<file path="src/rtl/aes_pkg.sv">
// Shared definitions for the AES issue controller and its neighbours at the top level.
// Holds the controller FSM encoding, the slot round-state codes and the pipeline depth.
// No logic of its own apart from a small slot-decoding helper.
package aes_pkg;

    // Controller FSM encoding
    typedef enum logic [1:0] {
        IDLE     = 2'd0,
        WAIT_KEY = 2'd1,
        RUN      = 2'd2,
        DRAIN    = 2'd3
    } aes_state_e;

    // Round state reported by a slot that has finished its last round
    localparam logic [4:0] ST_DONE      = 5'b11010;
    // Slot state bit that marks the slot as holding a block
    localparam int         ST_VALID_BIT = 4;
    // Number of slots in the encryption pipeline
    localparam int         MAX_INFLIGHT = 3;

    // A slot can accept a new block when it is empty or its block is leaving this cycle
    function automatic logic slot_free(input logic [4:0] slot_state);
        return (!slot_state[ST_VALID_BIT]) || (slot_state == ST_DONE);
    endfunction

endpackage

</file>
<file path="src/rtl/aes_issue_controller.sv">
// Issues plaintext blocks into the AES pipeline and writes finished blocks out.
// Latency: read_fifo/stall/out_write are combinational from the returning slot; counters update next edge.
// Backpressure: out_full on a DONE slot freezes the pipeline (stall) and blocks both issue and write.
module aes_issue_controller #(
    parameter int CNT_W        = 16,
    parameter int MAX_INFLIGHT = aes_pkg::MAX_INFLIGHT
) (
    input  logic             clk,
    input  logic             n_rst,
    input  logic             start,
    input  logic             stop,
    input  logic             key_ready,
    input  logic             in_empty,
    input  logic             out_full,
    input  logic [4:0]       slot_state,
    output logic             read_fifo,
    output logic             stall,
    output logic             out_write,
    output logic [1:0]       in_flight,
    output logic             busy,
    output logic [CNT_W-1:0] done_count,
    output logic             key_err
);
    import aes_pkg::*;

    localparam logic [1:0] S_IDLE     = IDLE;
    localparam logic [1:0] S_WAIT_KEY = WAIT_KEY;
    localparam logic [1:0] S_RUN      = RUN;
    localparam logic [1:0] S_DRAIN    = DRAIN;

    localparam logic [1:0] MAX_CNT = 2'(MAX_INFLIGHT);

    logic [1:0] state;
    logic [1:0] state_nxt;
    logic       key_ready_q;
    logic       slot_done;
    logic       free;

    assign slot_done = (slot_state == ST_DONE);
    assign free      = slot_free(slot_state);

    // Freeze the pipeline while a finished block cannot be written out
    assign stall     = out_full & slot_done;

    // Held low during reset so abandoned blocks never reach the output buffer
    assign out_write = n_rst & slot_done & ~out_full;

    // Issue only while running with a stable key, data available and a slot to put it in
    assign read_fifo = (state == S_RUN) & key_ready & ~in_empty & free & ~stall;

    assign busy      = (state != S_IDLE);

    // Next-state decode; stop always beats start
    always_comb begin
        state_nxt = state;
        case (state)
            S_IDLE: begin
                if (start && !stop)
                    state_nxt = S_WAIT_KEY;
            end
            S_WAIT_KEY: begin
                if (stop)
                    state_nxt = S_DRAIN;
                else if (key_ready)
                    state_nxt = S_RUN;
            end
            S_RUN: begin
                if (stop)
                    state_nxt = S_DRAIN;
                else if (!key_ready)
                    state_nxt = S_WAIT_KEY;
            end
            S_DRAIN: begin
                if ((in_flight == 2'd0) && !read_fifo)
                    state_nxt = S_IDLE;
            end
            default: state_nxt = S_IDLE;
        endcase
    end

    // FSM state register
    always_ff @(posedge clk or negedge n_rst) begin
        if (!n_rst)
            state <= S_IDLE;
        else
            state <= state_nxt;
    end

    // Occupancy: a recycled slot (issue and write together) leaves the count unchanged
    always_ff @(posedge clk or negedge n_rst) begin
        if (!n_rst)
            in_flight <= 2'd0;
        else if (read_fifo && !out_write) begin
            if (in_flight < MAX_CNT)
                in_flight <= in_flight + 2'd1;
        end else if (out_write && !read_fifo) begin
            if (in_flight != 2'd0)
                in_flight <= in_flight - 2'd1;
        end
    end

    // Completed-block counter, wraps naturally at full scale
    always_ff @(posedge clk or negedge n_rst) begin
        if (!n_rst)
            done_count <= '0;
        else if (out_write)
            done_count <= done_count + CNT_W'(1);
    end

    // Sticky flag for the key being withdrawn while blocks are still in the pipeline
    always_ff @(posedge clk or negedge n_rst) begin
        if (!n_rst) begin
            key_ready_q <= 1'b0;
            key_err     <= 1'b0;
        end else begin
            key_ready_q <= key_ready;
            if (key_ready_q && !key_ready && (in_flight != 2'd0))
                key_err <= 1'b1;
        end
    end

endmodule

</file>
<file path="config.mk">
export PLATFORM = sky130hd
export DESIGN_NAME = aes_issue_controller
export DESIGN_NICKNAME = d
export VERILOG_FILES = /design/src/rtl/aes_pkg.sv /design/src/rtl/aes_issue_controller.sv
export SDC_FILE = /design/constraint.sdc
export NUM_CORES = 1
export LEC_CHECK = 0
export ABC_AREA = 1
export BUFFER_PORTS_ARGS = -buffer_cell sky130_fd_sc_hd__buf_2
export CAP_MARGIN = 0
export CORE_MARGIN = 5
export CORE_UTILIZATION = 45
export CTS_CLUSTER_DIAMETER = 100
export DETAILED_ROUTE_END_ITERATION = 10
export PLACE_DENSITY = 0.75
export SLEW_MARGIN = 10
export SYNTH_ARGS = -nofsm -noshare
export SYNTH_HDL_FRONTEND = slang
export SYNTH_SLANG_ARGS = --single-unit
</file>
<file path="constraint.sdc">
create_clock -name clk -period 4.2 [get_ports clk]
set_input_delay 0.84 -clock clk [delete_from_list [all_inputs] [get_ports clk]]
set_output_delay 0.84 -clock clk [all_outputs]
set_load 0.01 [all_outputs]
</file>
==> impl_summary.txt <==
----------------------------------------------------
[Pwr]
  Cell area power density ... ~330 nW/um^2
  Static Leakage ... approximately 0.87 nW
  Peak supply drop ... around 0.23 mV

[Die]
  Ports ... 35
  Die Area ... between 4000 and 5000 sq um
  Num rows ... 19
  Horiz. Die Dim ... roughly 63 um
  Effective utilization at floorplan ... 46.86%
  Die H ... 63.36 um
  Placeable core area ... 2734 sq um

[STA]
  Final setup violation count ... 0
  Maximum achievable frequency ... 350.8 MHz
  Hold violation count in the final report ... 0
  Unrepaired setup endpoints after global routing ... false
  Final Slew Violations ... 0
  Slew margin rel. ... 66.43%
  Post-route setup slack ... ~1.3 ns
  Shortest period the worst path allows ... around 2.9 ns
  Smallest hold slack ... 0.4705 ns
  Portion of the clock cycle consumed by the worst path in the final layout ... 67.87%
  Setup TNS Final ... 0 ns
  Worst-margin pin slew ... slightly above 0.5 ns
  Clock skew after layout ... between 0.009 and 0.01 ns

[Synth]
  Post-synthesis average cell area ... 7.280 sq um
  Count of unique library cells instantiated by Yosys ... 21
  Compound-gate portion of the synthesized area ... under 10%
  Multiplexer share of the synthesized area ... 0%
  Synthesized-area fraction occupied by adder cells ... a little under 2%
  Largest family of logic cells by synthesized area ... simple AND/OR/NAND/NOR gates
  Post-synth design cell area ... around 1300 sq um
  Xor-xnor portion of the synthesized cell area ... ~6.2%
  Syn nets ... between 150 and 200
  Register bit total from synthesis ... 22
  Yosys warning total ... 0
  Number of cells produced by synthesis ... 176
  Simple logic cell fraction of the synthesized area ... a little over a third
  Post-synthesis sequential area ratio ... 42.97%

[Detailed routing]
  Drt pass-1 iters ... 4
  Mean number of vias per cell ... 4.890
  Met2 wire length ... 1293 um
  Met3 routed WL ... approximately 160 um
  Top metal layer carrying routed signals ... met4
  Vias after detailed routing ... around 1200
  # DRC ... 0
  DR WL/cell ... about 11 um
  Total wirelength of the detailed-routed design ... ~2700 um
  Violation count after the first detailed-routing iteration ... 20
  Metal1 wirelength ... around 1200 um
  ANT nets after route ... 0

[Clock tree]
  Root buffer selected by CTS ... clkbuf_4
  Source-to-sink clock delay at the later pin of the worst-skew pair ... just over 0.3 ns
  Post-CTS Setup Bufs ... 0
  Number of buffers inserted for hold repair after clock tree synthesis ... 0
  Clock Sinks ... 22
  CTS resizes ... 0
  Buffer depth of the longest clock path ... 2
  TritonCTS clock tree ... yes
  Num CTS Buffers ... 3
  Worst-path clk slew ... 0.13 ns
  H-Tree Level Count ... 1

[Setup path]
  Sort of element at the start of the critical path ... input pin
  Data arrival time of the critical path ... roughly 2 ns
  Critical path endpoint category ... output pin
  Crit path required time ... 3.36 ns
  Crit Path Class ... in -> out
  Top fanout value on the critical path ... 23

[Placement]
  Half-perimeter wire length after placement ... around 2200 um
  Final weighted congestion in routability-driven placement ... a little under 0.8
  Total of buffers placed on input and output ports ... 34
  Pre-CTS setup slack ... roughly 1.3 ns
  Placed Cells incl. Taps ... 241

[Final layout]
  Antenna cell count ... 0
  Post-route core utilization ... between 50% and 60%
  Number of standard cells in the final layout excluding fillers ... ~250
  Fill cells ... about 270
  Area delta synth->final ... 18.85%
  Layout cell share with drive strength beyond 1 ... 21.03%
  Commonest non-fill, non-tap cell in the layout ... nand2_1
  Highest-count cells in the layout ignoring fill and taps ... nand2_1, buf_2, inv_1, dfrtp_1, nor2_1
  Final nets ... about 230

[Run]
  Maximum capacitance violations ... 0

[Global routing]
  Maximum number of pins on one net before global-route repair ... 24
  Total gr overflow ... 0
  Vias in the first global route ... 1100
  Combined global-route utilization of all metal layers ... between 10% and 20%
  Number of antenna violations at the first check in global routing ... 0
  First-pass GRT wire length ... 4712 um

[Outcome]
  Run status ... complete, no violations

[Min path]
  Worst min path class ... in -> async

----------------------------------------------------
## kinds of logic after synthesis
family / count (synthesis)
and+or+nand+nor: 107
buffers and inverters: 24
DFF: 22
AOI/OAI and AO/OA: 12
xor gates and xnor gates: 9
adders and majority gates: 2
## per-layer routing
metal	vias up	global-route usage, %
li1	625	-
met1	535	18.37
met2	33	23.73
met3	5	2.309
met4	0	5.455
met5	-	0
## sequential cells by signal, summed over array words and instances (netlist names)
signal	count
done_count	16
key_ready_q	1
in_flight	2
state	2
key_err	1
## metrics by stage
stage	instance area (sq um)	power, mW
2_1_floorplan	1281	0.3451
3_3_place_gp	1486	0.3892
3_5_place_dp	1486	0.3917
4_1_cts	1523	0.5106
5_1_grt	1523	0.5416
6_report	1523	0.5026
## path summary, 6_finish.rpt
path | slack (ns) | startpoint | end | depth (start not counted)
min in group clk | 0.50 | key_err$_DFFE_PN0P_ | key_err$_DFFE_PN0P_ | 1
hold / removal | 0.47 | n_rst | done_count[4]$_DFFE_PN0P_ | 1
hold reg to reg | 0.50 | key_err$_DFFE_PN0P_ | key_err$_DFFE_PN0P_ | 1
max in group asynchronous | 3.38 | n_rst | done_count[9]$_DFFE_PN0P_ | 1
setup / recovery | 1.35 | n_rst | out_write | 4
setup reg to reg | 2.64 | done_count[0]$_DFFE_PN0P_ | done_count[14]$_DFFE_PN0P_ | 8
## cells in the mapped netlist (all sizes together)
cell | count | area [sq um]
nand2 | 67 | 259.0
inv | 23 | 86.33
dfrtp | 22 | 550.5
nor2 | 16 | 62.56
nand3 | 11 | 60.06
nor3 | 8 | 51.30
o21ai | 7 | 35.03
xnor2 | 5 | 43.79
nand4 | 4 | 25.02
xor2 | 4 | 35.03
a21oi | 3 | 15.01
ha | 2 | 25.02
o21bai | 2 | 15.01
buf | 1 | 11.26
or2 | 1 | 6.260
## critical path, stage by stage
cell,delay [ns]
buf_2,0.41
inv_1,0.15
nor3_4,0.40
buf_2,0.21
## report_power, final
group / leakage (nW) / internal (mW) / total, mW / switching, mW
clock: 0.0210 / 0.0530 / 0.117 / 0.0644
combinational: 0.561 / 0.0536 / 0.125 / 0.0710
sequential: 0.286 / 0.236 / 0.261 / 0.0248
## layout make-up
type / count / area, sq um / area share [%]
clock buffer: 4 / 36.28 / 2.383
tap: 31 / 38.79 / 2.547
timing repair buffer: 35 / 177.7 / 11.67
inverter: 23 / 86.33 / 5.670
multi-input combinational: 130 / 633.1 / 41.58
sequential: 22 / 550.5 / 36.15
(Power assumes the default switching activity.)
